<file path="src/rtl/act_skew_feeder.sv">
// act_skew_feeder: skews activation lanes so row r lags row 0 by r cycles and throttles the source while a tile drains.
module act_skew_feeder #(
   parameter int DATA_W = 8,
   parameter int ROWS   = 4
) (
   input  logic                   clk,
   input  logic                   rst_n,
   input  logic                   s_valid,
   output logic                   s_ready,
   input  logic [ROWS*DATA_W-1:0] s_data,
   input  logic                   s_last,
   output logic [ROWS*DATA_W-1:0] out_act,
   output logic [ROWS-1:0]        out_valid,
   output logic                   busy,
   output logic                   done
);
   localparam int CW = ROWS > 1 ? $clog2(ROWS) : 1;
   typedef enum logic [1:0] {IDLE, STREAM, FLUSH} state_t;
   state_t          r_state;
   logic [CW-1:0]   r_cnt;
   logic [ROWS-1:0] r_last;
   logic [ROWS-1:0] w_any;
   logic            w_acc;
   logic            w_cnt_end;
   assign w_acc     = s_valid && s_ready;
   assign w_cnt_end = r_cnt == CW'(ROWS - 2);
   assign s_ready   = r_state != FLUSH;
   assign busy      = r_state != IDLE || |w_any;
   assign done      = out_valid[ROWS-1] && r_last[ROWS-1];
   for (genvar g = 0; g < ROWS; g++) begin : g_lane
      logic [DATA_W-1:0] r_d [0:g];
      logic [g:0]        r_v;
      // a bubble enters as data 0 so downstream MACs accumulate nothing
      always_ff @(posedge clk or negedge rst_n)
         if (!rst_n) begin
            for (int i = 0; i <= g; i++) r_d[i] <= '0;
            r_v <= '0;
         end else begin
            r_d[0] <= w_acc ? s_data[g*DATA_W +: DATA_W] : '0;
            for (int i = 1; i <= g; i++) r_d[i] <= r_d[i-1];
            r_v <= (r_v << 1) | (g+1)'(w_acc);
         end
      assign out_act[g*DATA_W +: DATA_W] = r_d[g];
      assign out_valid[g]                = r_v[g];
      assign w_any[g]                    = |r_v;
   end
   always_ff @(posedge clk or negedge rst_n)
      if (!rst_n) r_last <= '0;
      else        r_last <= (r_last << 1) | ROWS'(w_acc && s_last);
   always_ff @(posedge clk or negedge rst_n)
      if (!rst_n) begin
         r_state <= IDLE;
         r_cnt   <= '0;
      end else if (r_state == FLUSH) begin
         r_cnt <= w_cnt_end ? '0 : r_cnt + CW'(1);
         if (w_cnt_end) r_state <= IDLE;
      end else if (w_acc) begin
         r_state <= s_last ? (ROWS == 1 ? IDLE : FLUSH) : STREAM;
      end
endmodule

</file>
<file path="config.mk">
export PLATFORM = sky130hd
export DESIGN_NAME = act_skew_feeder
export DESIGN_NICKNAME = d
export VERILOG_FILES = /design/src/rtl/act_skew_feeder.sv
export SDC_FILE = /design/constraint.sdc
export NUM_CORES = 1
export LEC_CHECK = 0
export ABC_CLOCK_PERIOD_IN_PS = 2600
export CAP_MARGIN = 20
export CORE_ASPECT_RATIO = 0.8
export CORE_MARGIN = 1
export CORE_UTILIZATION = 45
export CTS_CLUSTER_SIZE = 28
export DETAILED_ROUTE_END_ITERATION = 8
export GPL_ROUTABILITY_DRIVEN = 0
export MAX_ROUTING_LAYER = met4
export PLACE_DENSITY_LB_ADDON = 0.15
export SLEW_MARGIN = 20
export SYNTH_ARGS = -nofsm -noshare
export SYNTH_HDL_FRONTEND = slang
export SYNTH_SLANG_ARGS = --single-unit
</file>
<file path="constraint.sdc">
create_clock -name clk -period 2.6 [get_ports clk]
set_clock_uncertainty 0.2 [all_clocks]
set_input_delay 0.52 -clock clk [delete_from_list [all_inputs] [get_ports clk]]
set_output_delay 0.52 -clock clk [all_outputs]
set_load 0.01 [all_outputs]
</file>
### Word level (Yosys, flattened, before mapping)

Cells that the tools add are included.

| storage, ports and cells | value |
|---|---|
| bits in registers | 98 |
| latch bits | 0 |
| bits in writable memories | 0 |
| memory bits (read-only) | 0 |
| bits of input ports | 36 |
| output and inout bits | 39 |
| word-level logic and storage cells | 43 |
| memories | 0 |

| operators by class | value |
|---|---|
| add/subtract/negate cells | 1 |
| multiply operators | 0 |
| div/mod/pow operators | 0 |
| order comparisons | 0 |
| eq/ne operators | 4 |
| shifts and indexed selects | 0 |
| mux-type cells | 9 |
| bitwise operators | 4 |
| reduce and logical (&&, ||, !) cells | 8 |

Operator list:

| cell | number |
|---|---|
| 8-bit 2-to-1 mux | 4 |
| 2-bit 2-to-1 mux | 5 |
| 10-bit OR reduction | 1 |
| 4-bit by 1-bit bitwise OR with 4-bit output | 2 |
| 2-bit == test (second input constant) | 2 |
| 2-bit != test (second input constant) | 2 |
| 2-bit nonzero test | 2 |
| 1-bit logical AND | 3 |
| 3-bit by 1-bit bitwise OR with 3-bit output | 1 |
| 2-bit by 1-bit adder with 2-bit output (second input constant) | 1 |
| 2-bit by 1-bit bitwise OR with 2-bit output | 1 |
| 2-bit AND reduction | 1 |
| 1-bit logical OR | 1 |

### Longest topological paths before layout

| logic depth | value |
|---|---|
| depth after elaboration | 4 |
| depth in mapped cells | 4 |
| depth with buffers taken out | 2 |

### Worst setup path after synthesis

No wires, ideal clock.

| timing | value |
|---|---|
| path type | register -> output |
| from | register r_state[0] |
| to | output s_ready |
| data arrival time | 794 ps |
| setup slack | 1086 ps |
| stages on the path, launching flop included | 4 |
| cell sequence | dfrtp_1 -> nand2b_1 -> buf_6 -> buf_6 |

| on the way | value |
|---|---|
| cells in the longest elaborated chain, start to end | 1 |

Ends and longest elaborated chain:

| what | line | source |
|---|---|---|
| from (decl) | 19 | `state_t r_state;` |
| from (signal assigned) | 58 | `r_state <= s_last ? (ROWS == 1 ? IDLE : FLUSH) : STREAM;` |
| 2-bit != test | 27 | `assign s_ready = r_state != FLUSH;` |
| to (decl) | 9 | `output logic s_ready,` |

Every way passes these cells.

### Worst setup path after layout

| timing | value |
|---|---|
| from | register g_lane[2].r_v[0] |
| to | output busy |

| on the way | value |
|---|---|
| cells in the longest elaborated chain, start to end | 2 |

Ends and longest elaborated chain:

| what | line | source |
|---|---|---|
| from (decl) | 32 | `logic [g:0] r_v;` |
| from (signal assigned) | 41 | `r_v <= (r_v << 1) \| (g+1)'(w_acc);` |
| 10-bit OR reduction | 28 | `assign busy = r_state != IDLE \|\| \|w_any;` |
| 1-bit logical OR | 28 |  |
| to (decl) | 14 | `output logic busy,` |

Every way passes these cells.

==> flow_metrics.py <==
metrics = {
    "run_status": {
        "status": "finished clean",
    },
    "floorplanning": {
        "io_pins": 75,
        "die_y_microns": 73.4,
        "placementRows": 25,
        "fp.dieArea_sq_um": 6690,
        "initial_core_util_pct": 47.5,
        "die_width_microns": 91.2,
        "core_area_sq_um": 6040,
    },
    "timing": {
        "timing.final.crit_period_ns": 2.29,
        "rsz0062_at_grt": "no",
        "hold_violations": 0,
        "maxSlewViolCount": 0,
        "whs_ns": 0.147,
        "slew_headroom_pct": 66.9,
        "fin_crit_sh_pct": 88.2,
        "timing.fmax_ghz": 0.436,
        "setup_viol": 0,
        "tns_ns": 0,
        "worstMarginPinSlew_ns": 0.496,
    },
    "synthesis": {
        "syn_inst": 174,
        "syn_nets": 210,
        "synth_top_area_cell": "dfrtp_1",
        "syn_area_sq_um": 2870,
        "synth_cell_type_count": 16,
        "ys_seq_area_share_pct": 80.3,
        "synth_top_area_share_pct": 80.3,
        "postSynthAreaPerCell_sq_um": 16.5,
        "ys_top_cells_by_area": "dfrtp_1 80%, and3_1 7.2%, buf_4 6.6%",
        "yosys_warnings": 0,
        "synth-seq-cells": 92,
    },
    "layout": {
        "final_cells": 315,
        "drive_above_1_share_pct": 9.40,
        "fin_nets": 266,
        "n_antenna_cell": 0,
        "area_growth_syn_to_layout_pct": 29.7,
        "final_common_cell": "dfrtp_1",
        "layout_common_cells": "92 x dfrtp_1, 73 x clkdlybuf4s50_1, 33 x and3_1",
        "stdcell_area_sq_um": 3720,
        "fillCellCount": 452,
    },
    "global_routing": {
        "grt_antenna_before_repair": 0,
        "grt_usage_pct": 15.1,
        "grt_pass1_vias": 1470,
        "grt_pass1_wl_microns": 7070,
        "grt_max_degree": 54,
        "grt_overflow": 0,
    },
    "cts": {
        "clock-sinks": 92,
        "clock_path_buffers": 2,
        "cts-root-buf": "clkbuf_8",
        "path_clk_slew_ns": 0.09,
        "htreeDepth": 3,
        "cts_tree": "built",
        "clkLatencyLatePin_ns": 0.34,
        "numCtsBuffers": 9,
        "cts_resized": 0,
    },
    "drt": {
        "num_vias": 1400,
        "avgViaCountPerCell": 4.44,
        "wl_per_cell_microns": 13.2,
        "ant_nets": 0,
        "met3WireLength_microns": 294,
        "drt_iter0_drc": 31,
        "dr.pass1.iters": 2,
        "highest_layer": "met4",
        "routed_wl_microns": 4170,
        "drc": 0,
        "dr_wl_met2_microns": 2070,
        "route.layer.met1.wl_microns": 1730,
    },
    "critical_path": {
        "start_kind": "flop",
        "critPathMaxFanout": 3,
        "crit_type": "flop to output port",
        "arrival_ns": 1.57,
        "end_kind": "output port",
        "required_ns": 1.88,
    },
    "pwr": {
        "power.density_nw_per_um2": 899,
        "power_leakage_nw": 1.86,
        "worst_ir_drop_vdd_mv": 0.490,
    },
    "placement": {
        "io_buffers": 74,
        "dp_hpwl_microns": 2800,
        "dp_cells": 299,
        "dpl_cell_area_sq_um": 3510,
    },
    "flow_run": {
        "maxCapViolCount": 0,
    },
    "worst_hold_path": {
        "hold_path_class": "flop to flop",
    },
}
## worst paths after layout
path | start | to | slack, ns | cells past startpoint
max | g_lane[2].r_v[0] | busy | 0.31 | 3
min | g_lane[3].r_d[20] | g_lane[3].r_d[12] | 0.15 | 0
max reg2reg | r_state[1] | r_cnt[0] | 1.09 | 3
min reg2reg | g_lane[3].r_d[20] | g_lane[3].r_d[12] | 0.15 | 0
max in group asynchronous | rst_n | out_act[13] | 1.08 | 3
min in group asynchronous | rst_n | g_lane[1].r_d[15] | 0.48 | 2
## worst max-delay path, cell delays in order (launching register included)
cell and delay [ns]:
dfrtp_1 0.41, nor4_1 0.26, nand2_1 0.08, clkdlybuf4s50_1 0.47
## per-layer routing
metal,up-vias,GRT usage [%]
met5,-,-
met4,0,6.35
met3,6,7.76
met2,45,23.4
met1,701,16.7
li1,648,-
## synthesized netlist by cell type (all sizes together)
library cell	number
buf	29
nor2b	2
dfrtp	92
nand2b	2
and4bb	1
and2	2
clkbuf	4
and3	33
nand2	2
mux2	2
o21a	1
a31oi	1
nor2	2
nor4	1
## registers in the layout (all words and copies together), names as in the netlist
signal,cells
g_lane.r_d,56
out_act,24
g_lane.r_v,4
r_last,4
r_cnt,2
r_state,2
## stage by stage
| stage | power, mW | worst slack [ns] | util [%] |
|---|---|---|---|
| 3_5_place_dp | 2.46 | 0.515 | 58.2 |
| 3_3_place_gp | 2.43 | 0.571 | 58.2 |
| 6_report | 3.34 | 0.306 | 61.6 |
| 4_1_cts | 3.39 | 0.267 | 61.6 |
| 5_1_grt | 3.52 | 0.173 | 61.6 |
| 2_1_floorplan | 2.20 | 1.09 | - |
## cells by family after synthesis
| family | after synthesis | synth area share [%] |
|---|---|---|
| compound gates | 2 | 0.481 |
| buf+inv | 33 | 8.43 |
| flops | 92 | 80.3 |
| mux | 2 | 1.05 |
| simple gates | 45 | 9.69 |
## where the power goes
part	internal (mW)	leakage, nW	switching (mW)
sequential	1.69	1.23	0.0960
clock	0.450	0.0980	0.473
combinational	0.365	0.536	0.269
total	2.50	1.86	0.838
## area by class of cell
type / instances / area (sq um) / share of cell area [%]
Sequential cell: 92 / 2300 / 62.0
Timing Repair Buffer: 78 / 796 / 21.4
Multi-Input combinational cell: 49 / 322 / 8.65
Tap cell: 81 / 101 / 2.73
Clock buffer: 9 / 124 / 3.33
Clock inverter: 6 / 71.3 / 1.92
## timing repair
| item | in CTS | in global routing |
|---|---|---|
| endpoints found under the setup margin | 0 | 0 |
| hold buffers | 1 | 0 |
| setup buffers | 0 | 0 |
| endpoints found under the hold margin | 39 | 0 |
Power figures use the tool's default switching activity.
==> patch 1 (same settings) <==
Reset style: synchronous (`rst_n`), changed in 3 clocked blocks.
--- a/src/rtl/act_skew_feeder.sv
+++ b/src/rtl/act_skew_feeder.sv
@@ -31,7 +31,7 @@
       logic [DATA_W-1:0] r_d [0:g];
       logic [g:0]        r_v;
       // a bubble enters as data 0 so downstream MACs accumulate nothing
-      always_ff @(posedge clk or negedge rst_n)
+      always_ff @(posedge clk)
          if (!rst_n) begin
             for (int i = 0; i <= g; i++) r_d[i] <= '0;
             r_v <= '0;
@@ -44,10 +44,10 @@
       assign out_valid[g]                = r_v[g];
       assign w_any[g]                    = |r_v;
    end
-   always_ff @(posedge clk or negedge rst_n)
+   always_ff @(posedge clk)
       if (!rst_n) r_last <= '0;
       else        r_last <= (r_last << 1) | ROWS'(w_acc && s_last);
-   always_ff @(posedge clk or negedge rst_n)
+   always_ff @(posedge clk)
       if (!rst_n) begin
          r_state <= IDLE;
          r_cnt   <= '0;
Check against the original RTL: differs if rst_n is asserted again (counterexample within 4 cycles, from zero or initial values and one cycle with rst_n low); with rst_n held inactive, the same outputs for 10 cycles.
==> patch 1 against the unedited design <==
Register-to-register slack improved by 0.06 ns; sequential cell count did not move; routed wire length fell by 15%; area after synthesis fell by 4.9%; critical path depth did not move; final area fell by 4.1%; worst setup slack improved by 0.070 ns; highest routed layer unchanged.
Power is not compared: it rests on default switching activity, and its combinational part moved more than twofold at a synthesized area within 25%.
==> patch 1: results <==
group,metric,value,unit
grt,grt_pass1_wl,6.03,mm
layout,layout_top_registers,"g_lane.r_d: 80 flops, g_lane.r_v: 4 flops, r_last: 4 flops",
place,dpl_cell_area,3390,um^2
clocking,clk_latency,0.34,ns
setup_path,rr_worst_depth,4,
logic_synthesis,synth_area_per_cell,11.9,um^2
layout,final_nets,325,
drt,drt_iter0_markers,20,
logic_synthesis,synthTopCellsByCount,"92 x dfxtp_1, 79 x and2_1, 17 x buf_4",
logic_synthesis,synth_area_leaders,"dfxtp_1 68%, and2_1 18%, buf_4 4.7%, and2_4 2.9%, buf_6 1.7%",
place,numPortBuffers,74,
status,status,"complete, no violations",
drt,wl_met2,1.68,mm
place,dpl.cell_count,356,
drt,wl_met1,1.53,mm
setup_path,r2r_slack,1.15,ns
grt,antenna_found_initial,0,
hold_path,hold_depth,1,
drt,wl_met3,255,um
grt,grt_max_degree,35,
setup_path,crit_arrival,1.50,ns
sta,hold_ws,0.229,ns
setup_path,r2r-start,"r_state[0]$_SDFFE_PN0P_",
logic_synthesis,synthesis.nets,264,
layout,drive_gt1_frac,0.0990,
drt,dr_total_vias,1531,
sta,worstMarginPinSlew,0.291,ns
logic_synthesis,ys_seq_area_frac,0.676,
drt,drtPass1Iterations,4,
drt,wirelength,3.53,mm
grt,grt_pass1_vias,1373,
clocking,cts.path.max_buffers,2,
logic_synthesis,synthArstFlopShare,0,
hold_path,holdCritStartpoint,"g_lane[3].r_d[1][4]$_SDFF_PN0_",
logic_synthesis,synthDistinctLibCells,17,
place,dpl.hpwl,2.34,mm
layout,final_cells,371,
setup_path,regToRegEndpoint,"g_lane[1].r_d[0][0]$_SDFF_PN0_",
hold_path,min_to,"g_lane[3].r_d[2][4]$_SDFF_PN0_",
grt,grt_util_all_layers,0.135,
## patch 1: changes by cell type in the layout (fill, tap and decap cells not counted), moves of 2 or more
cell / unedited run / this run
inv_1: 0 / 2
and3_1: 33 / 1
dfxtp_1: 0 / 92
nor2b_1: 2 / 0
and2_4: 0 / 9
a21oi_1: 0 / 3
buf_12: 2 / 0
nand2_1: 2 / 7
and2_1: 2 / 79
nand2b_1: 2 / 0
mux2_4: 2 / 0
dfrtp_1: 92 / 0
## patch 1: layout make-up
type,instances,area (um^2)
Sequential cell,92,1840
Inverter,2,7.51
Clock buffer,10,138
Tap cell,78,97.6
Fill cell,496,2080
Timing Repair Buffer,77,763
Multi-Input combinational cell,107,679
Clock inverter,5,37.5
## patch 1: cell families (layout without fill, tap and decap cells)
group	after synthesis	in the layout	share of synthesized area
flops	92	92	0.676
buf+inv	29	94	0.0744
compound gates	5	5	0.0115
simple gates	102	102	0.238
## patch 1: power by group
| part | total, W | leakage, nW | switching, W | internal [W] |
|---|---|---|---|---|
| Sequential | 0.00146 | 0.749 | 0.0000133 | 0.00145 |
| Clock | 0.000823 | 0.0848 | 0.000452 | 0.000371 |
| Combinational | 0.000160 | 0.602 | 0.0000528 | 0.000107 |
| Total | 0.00245 | 1.44 | 0.000518 | 0.00193 |
## patch 1: worst register-to-register path, delay by kind of cell, from the launching register on
kind	cells	cell delay [ns]
buffers and inverters	1	0.29
flip-flops	1	0.39
AND/OR/NAND/NOR	3	0.52
## patch 1: worst max path at each step
stage | start | end | slack (ns) | cells past startpoint
after global placement | s_valid | g_lane[1].r_d[0][2]$_SDFF_PN0_ | 0.66 | 4
after detailed placement | s_valid | g_lane[1].r_d[0][3]$_SDFF_PN0_ | 0.65 | 4
after floorplan | g_lane[3].r_v[1]$_SDFF_PN0_ | busy | 1.19 | 2
final | g_lane[3].r_v[0]$_SDFF_PN0_ | busy | 0.38 | 3
after global routing | g_lane[3].r_v[0]$_SDFF_PN0_ | busy | 0.27 | 3
after CTS | g_lane[3].r_v[0]$_SDFF_PN0_ | busy | 0.33 | 3
## patch 1: per-layer routing
layer / GRT usage / vias to the layer above
met3: 0.0611 / 8
met1: 0.152 / 674
met5: - / -
met2: 0.204 / 51
li1: - / 798
met4: 0.0635 / 0
## patch 1: stage by stage
step	setup slack, ns	power [W]
2_1_floorplan	1.19	0.00158
3_3_place_gp	0.663	0.00166
3_5_place_dp	0.651	0.00166
4_1_cts	0.331	0.00249
5_1_grt	0.272	0.00257
6_report	0.375	0.00245
==> patch 2 (same settings) <==
Without the edit above. Change the parameter `DATA_W` from 8 to 6.
--- a/src/rtl/act_skew_feeder.sv
+++ b/src/rtl/act_skew_feeder.sv
@@ -1,6 +1,6 @@
 // act_skew_feeder: skews activation lanes so row r lags row 0 by r cycles and throttles the source while a tile drains.
 module act_skew_feeder #(
-   parameter int DATA_W = 8,
+   parameter int DATA_W = 6,
    parameter int ROWS   = 4
 ) (
    input  logic                   clk,
Interface: changed (resized out_act and s_data); port bits go from 75 to 59. No check against the original RTL was run, so the function may have changed too.
==> patch 2 against the unedited design <==
Hold slack lost 0.090 ns; count of clock-buffer cells in the layout is 3 higher; worst setup slack got worse by 0.071 ns; power down 19%; first-iteration DRC count is 6.5% higher; cell count down 21%; sequential power shrank 21%; register-to-register slack better by 0.14 ns; routed wire length down 19%; sequential cell count down 20; non-clock buffer count shrank 18; final area is 21% lower; area after synthesis is 21% lower; critical endpoint is now s_ready; highest routed layer unchanged.
==> patch 2: results <==
group,metric,value,unit
drt,avgRoutedWirePerCell,13.5,um
grt,grt_pass1_wl,5.57,mm
setup_path,crit_path_start,"r_state[1]$_DFFE_PN0P_",
sta,worstMarginPinSlew,0.755,ns
setup_path,worstSetupEndpoint,"s_ready",
drt,drt_iter0_markers,33,
logic_synthesis,synthDistinctLibCells,19,
setup_path,rr_worst_depth,2,
drt,drtPass1Iterations,3,
logic_synthesis,synth.largest_area_cell,"dfrtp_1",
place,numPortBuffers,58,
setup_path,crit_arrival,1.65,ns
layout,drive_gt1_frac,0.111,
logic_synthesis,ys_seq_area_frac,0.799,
power_and_ir_drop,vdd_drop_max,579,uV
setup_path,cp_max_fo,30,
status,status,"complete, no violations",
grt,grt_pass1_vias,1177,
logic_synthesis,synthesis.nets,166,
setup_path,r2r_slack,1.23,ns
sta,fmax,0.423,GHz
clocking,clk_pin_slew,0.07,ns
drt,dr_total_vias,1124,
grt,grt_util_all_layers,0.158,
grt,grt_max_degree,39,
clocking,cts_buffers,9,
setup_path,regToRegEndpoint,"r_cnt[1]$_DFFE_PN0P_",
layout,antenna_cells,0,
sta,slew_viol_final,0,
place,dp_slack,0.585,ns
logic_synthesis,synth_compound_area_frac,0.00610,
layout,final_nets,212,
power_and_ir_drop,power.leakage,1.47,nW
logic_synthesis,synth_area_leaders,"dfrtp_1 80%, and3_1 6.9%, buf_4 6.3%, mux2_4 1.3%, nand2b_4 0.61%",
logic_synthesis,synthTopCellsByCount,"72 x dfrtp_1, 25 x and3_1, 19 x buf_4",
place,dpl.hpwl,2.23,mm
layout,largest_register_ffs,42,
logic_synthesis,synthXorXnorAreaFrac,0,
hold_path,min_path_type,"input pin to async pin",
logic_synthesis,synthMuxAreaShare,0.0133,
logic_synthesis,yosys_warnings,0,
-- patch 2: cell types whose count changed after synthesis, moves of 2 or more --
cell / delta
and3_1: -8
buf_4: -6
buf_6: -2
clkbuf_1: -2
dfrtp_1: -20
-- patch 2: layer usage --
metal  vias to the layer above  part of all wire  global-route usage
li1                        520                 -                   -
met1                       560              0.41               0.174
met2                        38              0.52               0.236
met3                         6             0.060              0.0819
met4                         0             0.012              0.0737
met5                         -                 0                   -
-- patch 2: power breakdown --
group	internal, W	leakage, nW	switching (W)
registers	0.00133	0.958	0.0000900
logic	0.000305	0.426	0.000219
clock network	0.000398	0.0886	0.000375
total	0.00203	1.47	0.000684
-- patch 2: layout make-up --
cell class | instances | area (um^2)
Sequential cell | 72 | 1800
Clock buffer | 12 | 155
Timing Repair Buffer | 60 | 603
Tap cell | 60 | 75.1
Clock inverter | 4 | 28.8
Multi-Input combinational cell | 41 | 278
Fill cell | 347 | 1770
-- patch 2: through the flow --
step	utilization	cell area [um^2]	std cells	hold slack, ns
3_3_place_gp	0.586	2760	233	0.132
4_1_cts	0.625	2940	249	0.0572
6_report	0.625	2940	249	0.0568
5_1_grt	0.625	2940	249	0.103
2_1_floorplan	-	2260	138	0.0244
3_5_place_dp	0.586	2760	233	0.135
-- patch 2: cell families (layout without fill, tap and decap cells) --
logic type | count (synthesis) | in the layout
flip-flops | 72 | 72
AND/OR/NAND/NOR | 37 | 37
buffers and inverters | 25 | 76
AO/OA/AOI/OAI | 2 | 2
multiplexers | 2 | 2
-- patch 2: worst min path at each step --
stage,from,endpoint,cells after the start
after CTS,rst_n,g_lane[3].r_d[18]$_DFF_PN0_,1
after detailed placement,g_lane[3].r_d[20]$_DFF_PN0_,g_lane[3].r_d[14]$_DFF_PN0_,0
final,rst_n,g_lane[3].r_v[2]$_DFF_PN0_,1
after global routing,rst_n,g_lane[2].r_d[10]$_DFF_PN0_,1
after floorplan,rst_n,g_lane[0].r_d[0]$_DFF_PN0_,0
after global placement,g_lane[2].r_d[7]$_DFF_PN0_,out_act[13]$_DFF_PN0_,0
-- patch 2: worst max-delay path, cell delays in order (launching register included) --
cell and delay, ns:
dfrtp_1 0.45, nand2b_4 0.27, clkdlybuf4s50_1 0.59
